===== src/rtl/weight_mem_pkg.sv =====
// Shared defaults and FSM encoding for the weight memory controller.
package weight_mem_pkg;

    localparam int DEFAULT_DEPTH = 30;
    localparam int DEFAULT_WIDTH = 9;
    localparam int DEFAULT_AW    = 5;

    typedef enum logic [1:0] {
        IDLE,
        LOAD,
        READ,
        DRAIN
    } ctrl_state_t;

endpackage


===== src/rtl/weight_addr_counter.sv =====
// Word counter for load/stream phases; saturates at DEPTH-1 so it never wraps.
module weight_addr_counter #(
    parameter int DEPTH = 30,
    parameter int AW    = 5
) (
    input  logic          clk,
    input  logic          rst,
    input  logic          clear,
    input  logic          enable,
    output logic [AW-1:0] count,
    output logic          tc
);

    assign tc = (count == AW'(DEPTH - 1));

    always_ff @(posedge clk) begin
        if (rst || clear) begin
            count <= '0;
        end else if (enable && !tc) begin
            count <= count + AW'(1);
        end
    end

endmodule


===== src/rtl/weight_mem_ctrl.sv =====
// Sequences weight loads into an external memory and streams them back out in
// address order; the memory itself lives in the enclosing top.
module weight_mem_ctrl
    import weight_mem_pkg::*;
#(
    parameter int DEPTH = DEFAULT_DEPTH,
    parameter int WIDTH = DEFAULT_WIDTH,
    parameter int AW    = DEFAULT_AW
) (
    input  logic             clk,
    input  logic             rst,
    input  logic             load_start,
    input  logic             stream_start,
    input  logic             in_valid,
    input  logic [WIDTH-1:0] in_data,
    output logic             in_ready,
    output logic             mem_write,
    output logic             mem_read,
    output logic [AW-1:0]    mem_address,
    output logic [WIDTH-1:0] mem_datain,
    input  logic [WIDTH-1:0] mem_dataout,
    output logic             out_valid,
    output logic [WIDTH-1:0] out_data,
    output logic             out_last,
    output logic             busy,
    output logic             done
);

    ctrl_state_t     state;
    ctrl_state_t     state_next;
    logic [AW-1:0]   count;
    logic            tc;
    logic            cnt_en;
    logic            load_done_q;
    logic            read_q;

    // Counter is held at zero throughout IDLE, so every phase starts at address 0.
    weight_addr_counter #(
        .DEPTH(DEPTH),
        .AW   (AW)
    ) u_counter (
        .clk   (clk),
        .rst   (rst),
        .clear (state == IDLE),
        .enable(cnt_en),
        .count (count),
        .tc    (tc)
    );

    always_ff @(posedge clk) begin
        if (rst) begin
            state       <= IDLE;
            load_done_q <= 1'b0;
            read_q      <= 1'b0;
        end else begin
            state       <= state_next;
            load_done_q <= (state == LOAD) && in_valid && tc;
            read_q      <= mem_read;
        end
    end

    always_comb begin
        state_next  = state;
        in_ready    = 1'b0;
        mem_write   = 1'b0;
        mem_read    = 1'b0;
        mem_address = '0;
        mem_datain  = '0;
        cnt_en      = 1'b0;
        case (state)
            IDLE: begin
                if (load_start) begin
                    state_next = LOAD;
                end else if (stream_start) begin
                    state_next = READ;
                end
            end
            LOAD: begin
                in_ready    = 1'b1;
                mem_address = count;
                if (in_valid) begin
                    mem_write  = 1'b1;
                    mem_datain = in_data;
                    cnt_en     = 1'b1;
                    if (tc) begin
                        state_next = IDLE;
                    end
                end
            end
            READ: begin
                mem_read    = 1'b1;
                mem_address = count;
                cnt_en      = 1'b1;
                if (tc) begin
                    state_next = DRAIN;
                end
            end
            DRAIN: begin
                state_next = IDLE;
            end
            default: begin
                state_next = IDLE;
            end
        endcase
    end

    // Read data arrives one cycle after the address, so validity trails mem_read.
    assign out_valid = read_q;
    assign out_data  = read_q ? mem_dataout : '0;
    assign out_last  = (state == DRAIN);
    assign busy      = (state != IDLE);
    assign done      = load_done_q || (state == DRAIN);

endmodule


===== config.mk =====
export PLATFORM = sky130hd
export DESIGN_NAME = weight_mem_ctrl
export DESIGN_NICKNAME = d
export VERILOG_FILES = /design/src/rtl/weight_mem_pkg.sv /design/src/rtl/weight_addr_counter.sv /design/src/rtl/weight_mem_ctrl.sv
export SDC_FILE = /design/constraint.sdc
export NUM_CORES = 1
export LEC_CHECK = 0
export ABC_AREA = 1
export ABC_CLOCK_PERIOD_IN_PS = 3400
export CORE_MARGIN = 3
export CORE_UTILIZATION = 40
export CTS_CLUSTER_DIAMETER = 200
export CTS_CLUSTER_SIZE = 8
export DETAILED_ROUTE_END_ITERATION = 8
export DONT_BUFFER_PORTS = 1
export PLACE_DENSITY = 0.6
export SLEW_MARGIN = 5
export SYNTH_ARGS = -nofsm -noshare
export SYNTH_HDL_FRONTEND = slang
export SYNTH_HIERARCHICAL = 1
export SYNTH_SLANG_ARGS = --single-unit

===== constraint.sdc =====
create_clock -name clk -period 3.4 [get_ports clk]
set_input_delay 1.02 -clock clk [delete_from_list [all_inputs] [get_ports clk]]
set_output_delay 1.02 -clock clk [all_outputs]
set_load 0.01 [all_outputs]

Word-level counts from Yosys, hierarchy flattened
Cells that the tools add are included.
- add/sub/neg operators: 1
- $mul: 0
- div/mod/pow operators: 0
- order comparisons: 0
- equality and inequality tests: 8
- shifts and indexed selects: 0
- muxes and demuxes: 15
- bitwise logic cells: 0
- reduce and logical (&&, ||, !) cells: 10
- operators by type and width (kind ; count):
    two-way mux 9 bit ; 3
    two-way mux 2 bit ; 5
    one-hot mux 2 bit (4 select lines) ; 1
    inequality test 2 bit, second input constant ; 3
    adder 5 x 1 -> 5 bit, second input constant ; 1
    equality test 5 bit, second input constant ; 1
    two-way mux 5 bit ; 1
    equality test 2 bit, second input constant ; 2
    two-way mux 1 bit ; 4
    AND reduction 4 bit ; 1
    logical AND 1 bit ; 3
    inequality test 3 bit, second input constant ; 1
    equality test 2 x 1 -> 1 bit, second input constant ; 1
    zero test 2 bit ; 1
    logical OR 1 bit ; 2
    one-hot mux 1 bit (2 select lines) ; 1
    nonzero test 2 bit ; 1
    OR reduction 2 bit ; 1
    zero test 1 bit ; 1
- bits in registers: 9
- latch bits: 0
- RAM bits: 0
- ROM bits: 0
- output and inout port bits: 30
- logic and storage cells: 38
- memories kept: 0

Depth between registers and ports, before layout
- word-level depth: 4
- gate-level depth with buffers: 10

Modules after synthesis
Netlist, hierarchy kept.
- modules (own cells, without submodules) (module ; instances ; cells each ; area an instance (sq um)):
    weight_mem_ctrl ; 1 ; 87 ; 456.7
    weight_addr_counter ; 1 ; 43 ; 285.3

Worst setup path before layout
No wires, ideal clock.
- kind: input to output
- start point: in in_valid
- end point: out mem_datain[0]
- arrival time: 1.348 ns
- data required time: 2.380 ns
- slack: 1.032 ns
- cell stages on the path: 2
- path buffers: 0
- path through: nand2_1 nor2_1
- longest elaborated chain between the ends: 2
- ends and longest elaborated chain (what ; line ; RTL):
    start, declared ; weight_mem_ctrl.sv:14 ; input logic in_valid,
    two-way mux 9 bit ; weight_mem_ctrl.sv:81 ; if (in_valid) begin
    two-way mux 9 bit ; weight_mem_ctrl.sv:70 ; case (state)
    end, declared ; weight_mem_ctrl.sv:20 ; output logic [WIDTH-1:0] mem_datain,
No other way between the ends.

Final worst setup path
- start point: reg state[1]
- end point: out mem_datain[1]
- longest elaborated chain between the ends: 2
- ends and longest elaborated chain (what ; line ; RTL):
    start, declared ; weight_mem_ctrl.sv:29 ; ctrl_state_t state;
    start signal, assigned ; weight_mem_ctrl.sv:56 ; state <= state_next;
    equality test 2 x 1 -> 1 bit ; weight_mem_ctrl.sv:70 ;
    two-way mux 9 bit ; weight_mem_ctrl.sv:70 ;
No other way between the ends.

==> metrics.md <==
| Metric | Value |
|---|---|
| Status | `completed` |
| CP delay by family, top | `simple AND/OR/NAND/NOR gates` |
| H-tree Lvls | `1` |
| Peak Freq | `approximately 400 MHz` |
| Cell taking the most area after synthesis | `dfxtp_1` |
| Max_slew headroom | `63.8%` |
| Die Area | `0.00241 sq mm` |
| Area growth, synth to finish | `6.91%` |
| Initial antenna violation count | `0` |
| Critical Path AT | `1470 ps` |
| CTS root buf | `clkbuf_4` |
| I/O pins | `53` |
| PortBufs | `0` |
| # diodes | `0` |
| Placer Congestion | `0.832` |
| Cells after Synth | `130` |
| First-pass GRT wire length | `~2.3 mm` |
| Largest net degree at the start of global routing | `11` |
| Met2 wire len | `646 um` |
| Count leader, synth | `inv_1` |
| Clk_lat worst skew | `between 200 and 300 ps` |
| DRC | `0` |
| Maximum clock path buffer count | `2` |
| Cell row count | `14` |
| WS Path Type | `flip-flop to output pin` |
| Crit share post-route | `73.1%` |
| Max-Cap Viols | `0` |
| Critical path cell sequence | `inv_1, ha_1, nand2_1, nor2_1` |
| CTS tree | `yes` |
| Worst Path Buf+Inv | `1` |
| Pins over their slew limit | `0` |
| Clock-pin slew on the worst setup and hold paths | `60 ps` |
| Layout cells sized above 1 | `under 10%` |
| Die height | `slightly below 50 um` |
| Min Tclk post-route | `2490 ps` |
| Required @ worst endpoint | `2380 ps` |
| Setup violators final | `0` |
| Routed len/inst | `8.93 um` |
| Setup Skew | `0.310 ps` |
| Starting Density | `45.5%` |
| DR vias/cell | `4.40` |
| Iteration-0 DRC Markers | `8` |
| Hold Vio Cnt, Final | `0` |
| Setup TNS Final | `0 ps` |
| Crit-path max cell delay | `330 ps` |
| CP max FO | `9` |
| VDD IR max | `198 uV` |
| Crit. End Element | `output pin` |
| Hold Path Class | `flip-flop to flip-flop` |
| Warnings, synthesis | `6` |
| Post-CTS setup buffers | `0` |
| Total wire length | `1.40 mm` |
| Avg Cell Area, Syn | `between 5 and 6 sq um` |
| Via count | `691` |
| GRT overflow | `0` |
| GRT Util Overall | `12.3%` |
| Total clock sinks | `9` |
| Register bit count reported by yosys | `9` |
| CTS Hold Bufs | `0` |
| Die Width | `around 49 um` |
| Router iterations before antenna repair | `4` |
| RSZ-0062 raised after global routing | `false` |
| CTS Buf Count | `3` |
| Share of Yosys cell area claimed by the top area cell type | `between 20% and 30%` |
| Nets | `164` |
| Routed Antenna Nets | `0` |
| Register area share after synthesis | `24.3%` |
| Post_cts resized | `0` |
| WL met1 | `between 600 and 700 um` |
| Post-synth EDFFs | `0` |
| Synth cell count leaders | `35 x inv_1, 33 x nand2_1, 27 x nor2_1` |
| CP max-delay cell | `dfxtp_1` |
| Post-synthesis cell type count | `18` |
| Core Area | `between 0.0015 and 0.002 sq mm` |
| Synth area leaders | `dfxtp_1 24%, inv_1 18%, nand2_1 17%, nor2_1 14%, ha_1 12%` |
| WL met3 | `between 100 and 150 um` |
| Total Power | `approximately 430 uW` |
| Most frequently used flop master after synthesis | `dfxtp_1` |
| Static leakage | `0.519 nW` |
| Post-Syn Area | `742 sq um` |
| Worst setup SP type | `flip-flop` |
| Top sig layer | `met4` |
| Vias in the first global route | `between 500 and 600` |
| Hpwl dp | `1.20 mm` |
| Post-synth net total | `160` |
| PwrDens | `536 mW/mm^2` |
| Worst Max-Slew Pin Slew | `537 ps` |
| Async set-reset flop share out of synthesis | `0%` |
[worst register-to-register path: stages (launching register included)]
cell and delay, ps:
dfxtp_1 390, inv_1 100, ha_1 390, a21boi_0 490, nand2_1 150, nor2_1 160
nand3_1 90, nand2_1 60, nor2_1 40
[path summary, 6_finish.rpt]
| check | slack (ps) | startpoint | depth (start not counted) | end |
|---|---|---|---|---|
| setup / recovery | 910 | state[1] | 4 | mem_datain[1] |
| hold / removal | 540 | u_counter/count[4] | 2 | u_counter/count[4] |
| setup reg to reg | 1440 | state[0] | 8 | u_counter/count[4] |
| hold reg to reg | 540 | u_counter/count[4] | 2 | u_counter/count[4] |
[report_power, final]
group          switching, mW  total (mW)  internal [mW]  leakage [nW]
combinational          0.136       0.202         0.0654         0.431
clock                 0.0374      0.0826         0.0452        0.0150
sequential            0.0209       0.141          0.120        0.0731
[stage by stage]
step | util, % | instance area (sq um) | setup slack, ps | hold slack, ps | cells
floorplan | - | 742 | 1030 | 502 | 130
CTS | 48.7 | 793 | 885 | 540 | 157
detailed placement | 47.1 | 767 | 965 | 525 | 153
global route | 48.7 | 793 | 760 | 574 | 157
finish | 48.7 | 793 | 914 | 536 | 157
global placement | 47.1 | 767 | 989 | 522 | 153
[per-layer routing]
layer | GRT usage, % | vias up
met5 | 0 | -
met4 | 5.69 | 0
met3 | 5.20 | 4
met2 | 20.3 | 32
met1 | 13.4 | 281
li1 | - | 374
[cells in the final DEF (no fill, tap or decap)]
cell	Yosys	routed
nand2_1	33	33
or2_2	1	1
a21boi_0	1	1
dfxtp_1	9	9
ha_1	7	7
nor2_4	1	1
inv_2	2	2
nor3_1	1	1
clkbuf_1	0	1
clkbuf_4	0	3
nand3_1	3	3
nor2_2	1	1
o21ai_0	2	2
inv_1	35	35
nand3_2	1	1
nand2_2	3	3
o21ai_2	1	1
nor2_1	27	27
nand4_1	1	1
[logic make-up (layout without fill, tap and decap cells)]
| logic type | count (synthesis) | after routing | share of synthesized area [%] |
|---|---|---|---|
| buf+inv | 38 | 41 | 19.4 |
| fa+ha+maj | 7 | 7 | 11.8 |
| compound gates | 4 | 4 | 3.54 |
| simple gates | 72 | 72 | 41.0 |
| flops | 9 | 9 | 24.3 |
[cell type report]
type,instances,area (sq um)
clock buffers,4,26.3
fillers,188,836
inverters,37,139
multi-input cells,83,418
flip-flops and latches,9,180
well taps,24,30.0
[sequential cells by signal, summed over array words and instances (netlist names)]
| name | flops |
|---|---|
| out_valid | 1 |
| state | 2 |
| u_counter/count | 5 |
| load_done_q | 1 |
No activity file was read; power rests on OpenSTA's default activity.
